[src/rtl/dm_dma.sv]
`default_nettype none
// ============================================================================
// Module   : dm_dma
// Purpose  : Byte-block copy/fill engine mastering the data-memory port.
// Revision : 1.0
// ============================================================================
module dm_dma #(
    parameter int ADDR_W = 8,
    parameter int DATA_W = 8
) (
    input  logic              clk,
    input  logic              rst,
    input  logic              i_start,
    input  logic              i_mode,
    input  logic [ADDR_W-1:0] i_src,
    input  logic [ADDR_W-1:0] i_dst,
    input  logic [ADDR_W-1:0] i_len,
    input  logic [DATA_W-1:0] i_fill_val,
    output logic              o_busy,
    output logic              o_done,
    output logic [ADDR_W-1:0] o_ea,
    output logic [DATA_W-1:0] o_result,
    output logic              o_mem_en,
    input  logic [DATA_W-1:0] i_data
);

    localparam logic [1:0] c_IDLE  = 2'd0;
    localparam logic [1:0] c_READ  = 2'd1;
    localparam logic [1:0] c_WRITE = 2'd2;
    localparam logic [1:0] c_DONE  = 2'd3;

    logic [1:0]        r_state;
    logic [1:0]        w_next;
    logic [ADDR_W-1:0] r_sp;
    logic [ADDR_W-1:0] r_dp;
    logic [ADDR_W-1:0] r_cnt;
    logic              r_md;
    logic [DATA_W-1:0] r_fv;
    logic [DATA_W-1:0] r_buf;
    logic              w_last;

    assign w_last = (r_cnt == ADDR_W'(1));

    // State register and datapath; operands are captured only on an accepted start.
    always_ff @(posedge clk) begin
        if (rst) begin
            r_state <= c_IDLE;
            r_sp    <= '0;
            r_dp    <= '0;
            r_cnt   <= '0;
            r_md    <= 1'b0;
            r_fv    <= '0;
            r_buf   <= '0;
        end else begin
            r_state <= w_next;
            case (r_state)
                c_IDLE: begin
                    if (i_start) begin
                        r_sp  <= i_src;
                        r_dp  <= i_dst;
                        r_cnt <= i_len;
                        r_md  <= i_mode;
                        r_fv  <= i_fill_val;
                    end
                end
                c_READ: r_buf <= i_data;
                c_WRITE: begin
                    r_sp  <= r_sp + ADDR_W'(1);
                    r_dp  <= r_dp + ADDR_W'(1);
                    r_cnt <= r_cnt - ADDR_W'(1);
                end
                default: ;
            endcase
        end
    end

    always_comb begin
        w_next = r_state;
        case (r_state)
            c_IDLE: begin
                if (i_start) begin
                    if (i_len == '0)
                        w_next = c_DONE;
                    else if (i_mode)
                        w_next = c_WRITE;
                    else
                        w_next = c_READ;
                end
            end
            c_READ:  w_next = c_WRITE;
            c_WRITE: begin
                if (w_last)
                    w_next = c_DONE;
                else if (r_md)
                    w_next = c_WRITE;
                else
                    w_next = c_READ;
            end
            default: w_next = c_IDLE;
        endcase
    end

    always_comb begin
        o_busy   = 1'b0;
        o_done   = 1'b0;
        o_ea     = '0;
        o_result = '0;
        o_mem_en = 1'b0;
        case (r_state)
            c_READ: begin
                o_busy = 1'b1;
                o_ea   = r_sp;
            end
            c_WRITE: begin
                o_busy   = 1'b1;
                o_ea     = r_dp;
                o_result = r_md ? r_fv : r_buf;
                o_mem_en = 1'b1;
            end
            c_DONE:  o_done = 1'b1;
            default: ;
        endcase
    end

endmodule
`default_nettype wire

[config.mk]
export PLATFORM = sky130hd
export DESIGN_NAME = dm_dma
export DESIGN_NICKNAME = d
export VERILOG_FILES = /design/src/rtl/dm_dma.sv
export SDC_FILE = /design/constraint.sdc
export NUM_CORES = 1
export LEC_CHECK = 0
export CAP_MARGIN = 20
export CORE_AREA = 2 2 82 84
export CTS_BUF_LIST = sky130_fd_sc_hd__clkbuf_4 sky130_fd_sc_hd__clkbuf_8 sky130_fd_sc_hd__clkbuf_16
export CTS_CLUSTER_DIAMETER = 60
export DETAILED_ROUTE_END_ITERATION = 10
export DIE_AREA = 0 0 84 86
export DONT_BUFFER_PORTS = 1
export REMOVE_ABC_BUFFERS = 1
export SETUP_SLACK_MARGIN = 0.4
export SYNTH_ARGS = -nofsm -noshare
export SYNTH_HDL_FRONTEND = slang
export SYNTH_SLANG_ARGS = --single-unit
export TNS_END_PERCENT = 100
[constraint.sdc]
create_clock -name clk -period 2.3 [get_ports clk]
set_input_delay 0.345 -clock clk [delete_from_list [all_inputs] [get_ports clk]]
set_output_delay 0.345 -clock clk [all_outputs]
set_load 0.005 [all_outputs]
After elaboration in Yosys (flattened, before gate mapping)
Index checks and enable logic that the tools add are counted.

Register bits: 43. Input port bits: 44.

$add $sub $neg: 3. Eq/ne operators: 5. Muxes and demuxes: 18. Reductions and logical operators: 6.

Operator list (number): 8-bit case mux with 2 select lines (4); 8-bit 2-to-1 mux (5); 8-bit by 1-bit adder with 8-bit output, second input constant (2); 2-bit 2-to-1 mux (5); 8-bit by 1-bit == test with 1-bit output, second input constant (1); 8-bit logical NOT (1); 8-bit by 1-bit subtractor with 8-bit output, second input constant (1); 2-bit case mux with 3 select lines (1); 2-bit == test, second input constant (2); 2-bit AND reduction (2); 1-bit 2-to-1 mux (3); 2-bit by 1-bit == test with 1-bit output, second input constant (1); 2-bit logical NOT (1); 2-bit != test, second input constant (1); 2-bit nonzero test (1); 2-bit OR reduction (1).

Logic depth before layout (Yosys ltp)
Word-level depth: 4. Depth in mapped cells: 8. Gate-level depth less buffers: 6.

Worst setup path after synthesis
OpenSTA, ideal clock, no wires.

Kind: reg2out. From: reg r_state[0]. To: out o_ea[3]. Data arrival time: 1.360 ns. Required time: 1.955 ns. Setup slack: 0.595 ns. Cell stages (with the launch flop): 7. Path buffers: 2. Cell sequence: dfxtp_1 > inv_1 > ha_1 > buf_2 > clkbuf_1 > a22oi_1 > nor2b_1.

Cells in the longest elaborated chain, start to end: 2. Elaborated cells on any way between the ends: 3.

RTL lines: from (decl) (RTL line 32) `logic [1:0] r_state;`; from (signal assigned) (RTL line 47) `r_state <= c_IDLE;`; from (signal assigned) (RTL line 55) `r_state <= w_next;`; 2-bit == test / 2-bit by 1-bit == test with 1-bit output (equally long branches) (RTL line 109) `case (r_state)`; 8-bit case mux with 2 select lines (*) (RTL line 109); to (decl) (RTL line 21) `output logic [ADDR_W-1:0] o_ea,`.

Every way passes the cells marked *; elsewhere a longest branch is shown, timed or not.

Worst setup path after layout
Ends and elaborated chain as after synthesis.

==> impl_metrics.tcl <==
set metrics [dict create \
    status "finished, final reports clean" \
    yosys_warnings 0 \
    clk_path_buf_depth 2 \
    cp_max_fo 15 \
    slew_violations 0 \
    vias 2233 \
    clock-sinks 43 \
    yosysTopAreaCell "dfxtp_1" \
    critical_path_required_ns 1.96 \
    firstDrtPassIters 4 \
    peakVddDrop_mv 0.498 \
    drt-total-wl_mm 6.35 \
    drive_gt1_share_pct 10.1 \
    synth_adder_area_share_pct 4.05 \
    drt_iter0_drc 106 \
    worst_setup_path_end_kind "primary output" \
    dp_slack_ns 0.507 \
    ioPinCount 63 \
    root_buffer "clkbuf_8" \
    grt_max_degree 46 \
    dieArea_um2 7220 \
    finalSetupViolCount 0 \
    ant_nets 0 \
    startpoint_type "flop" \
    clk_pin_slew_ns 0.09 \
    hpwl_mm 4.23 \
    ys_seq_area_share_pct 34.8 \
    numCtsBuffers 5 \
    synthSimpleGateAreaFrac_pct 25.0 \
    start_util_pct 39.4 \
    cts_tree "yes" \
    synthTopCellsByArea "dfxtp_1 (35%), mux2i_1 (7.7%), a21oi_1 (6.3%), nand2_1 (5.2%), nor2_1 (5.0%)" \
    synth-async-reset-ratio_pct 0 \
    wl_per_cell_um 16.5 \
    slew-limit-headroom_pct 61.8 \
    antenna_found_initial 1 \
    synth_mux_area_share_pct 8.30 \
    met2_usage_pct 27.1 \
    holdWs_ns 0.0997 \
    yosys.cell_types.count 47 \
    die_w_um 84 \
    grt_usage_pct 17.2 \
    grt_pass1_wl_mm 10.2 \
    synth_top_family_by_area "simple AND/OR/NAND/NOR gates" \
    cap_viol_max_count 0 \
    yosysMostFrequentCell "dfxtp_1" \
    setup_ws_ns 0.475 \
    synthTopCellsByCount "dfxtp_1 (43), nand2_1 (34), nor2_1 (33), a21oi_1 (31), o21ai_0 (20)" \
    drc 0 \
    via_per_inst 5.78 \
    cts_max_level 2 \
    met1_usage_pct 23.0 \
    synth_seq_cells 43 \
    first_global_vias 2039 \
    fin_crit_ns 1.82 \
    worst_pin_slew_ns 0.573 \
    num_rows 29 \
    hold_violations 0 \
    skew_ns 0.00827 \
    synth_xor_xnor_area_share_pct 0 \
    grt.busiest_layer "met2" \
    finalCritPeriodShare_pct 79.3 \
    rsz0062_at_grt "false" \
    portBuffers 0 \
    die_h_um 86 \
    synth-edff-count 0 \
    grtUsageMet3_pct 5.20 \
    holdBufCountCts 0 \
    hp-class "in -> reg" \
    crit_type "reg -> out" \
    fmax_ghz 0.548 \
    yosysTopAreaCellShare_pct 34.8 \
    p_leak_nw 0.891 \
    cp.arrival_ns 1.48 \
    nFillCells 637 \
    synth_compound_area_share_pct 23.0 \
    core_um2 6280 \
    synth_top_flop_cell "dfxtp_1" \
    synth_area_um2 2470 \
    syn_avg_cell_area_um2 7.85 \
    pwr_density_cell_nw_per_um2 709 \
    fin_nets 359 \
    netlist_instances 315 \
    place.gp.congestion 0.793 \
    seqCellArea_um2 866 \
    clkLatencyLatePin_ns 0.30 \
    area_growth_syn_to_layout_pct 9.62 \
    multiInputGateArea_um2 1530 \
    overflow 0 \
]
==> kinds of logic (layout without fill, tap and decap cells) <==
family,Yosys count,after routing
other cells,0,1
flops,43,43
compound gates,90,90
buf+inv,29,22
mux,20,20
simple gates,125,125
fa+ha+maj,8,8
==> routing by layer <==
metal | up-vias | share of wire, %
met5 | - | 0
met4 | 0 | 1.5
met3 | 9 | 6.8
met2 | 66 | 44
met1 | 1035 | 47
li1 | 1123 | -
==> layout make-up <==
class                           instances  share of cell area (%)
Sequential cell                        43                    31.9
Clock buffer                            6                    3.05
Clock inverter                          2                   0.600
Inverter                                7                   0.970
Antenna cell                            1                  0.0923
Timing Repair Buffer                    7                    3.51
Tap cell                               77                    3.55
Multi-Input combinational cell        243                    56.3
==> per-stage QoR <==
step	TNS (ns)	cells	power, W	utilization [%]	instance area, um2
3_5_place_dp	0	376	0.00138	40.2	2520
4_1_cts	0	384	0.00192	42.3	2660
2_1_floorplan	-2.18	293	0.00125	-	2380
6_report	0	386	0.00192	43.2	2710
5_1_grt	0	386	0.00205	43.2	2710
3_3_place_gp	0	376	0.00137	40.2	2520
==> critical path: stages, from the launching register on <==
cell and delay, ns:
dfxtp_4 0.37, inv_2 0.08, ha_4 0.20, buf_12 0.15
buf_12 0.14, a22oi_1 0.07, nor2b_1 0.17
==> registers in the layout, summed over array words and instances (netlist names) <==
name,flops
r_cnt,8
r_fv,8
r_md,1
r_buf,8
r_dp,8
r_state,2
r_sp,8
==> cell usage in the layout (no fill, tap or decap), types with 3 or more instances in the layout <==
cell,netlist,final
nand3_1,8,8
nor3_1,8,8
nor4_1,4,4
mux2i_1,19,19
nand2_1,34,34
nor3b_1,5,5
nor2b_1,13,12
o2bb2ai_1,3,3
nor2_1,33,33
and3_1,3,3
ha_1,8,5
nand2b_1,6,6
a21oi_1,31,31
a22oi_1,11,9
buf_4,0,4
nand4_1,3,3
dfxtp_1,43,41
o21ai_0,20,20
clkbuf_8,0,6
inv_1,6,5
a211oi_1,5,5
==> path summary, 6_finish.rpt <==
check	startpoint	endpoint	slack (ns)	cells past startpoint
max	r_state[0]$_SDFFE_PP0P_	o_ea[3]	0.48	6
min	rst	r_fv[2]$_SDFFE_PP0P_	0.1	1
max reg2reg	r_state[0]$_SDFFE_PP0P_	r_dp[7]$_SDFFE_PP0P_	0.57	6
min reg2reg	r_fv[6]$_SDFFE_PP0P_	r_fv[6]$_SDFFE_PP0P_	0.45	2
==> report_power, final <==
group | total (W) | internal [W] | switching, W
Clock | 0.000523 | 0.000246 | 0.000277
Sequential | 0.000913 | 0.000824 | 0.0000890
Combinational | 0.000486 | 0.000221 | 0.000265
Total | 0.00192 | 0.00129 | 0.000631
==> what timing repair did <==
action	CTS	global route
setup endpoints to repair	7	7
resized for setup	9	9
buffers inserted	0	0
cloned	0	1
Power figures use the tool's default switching activity.
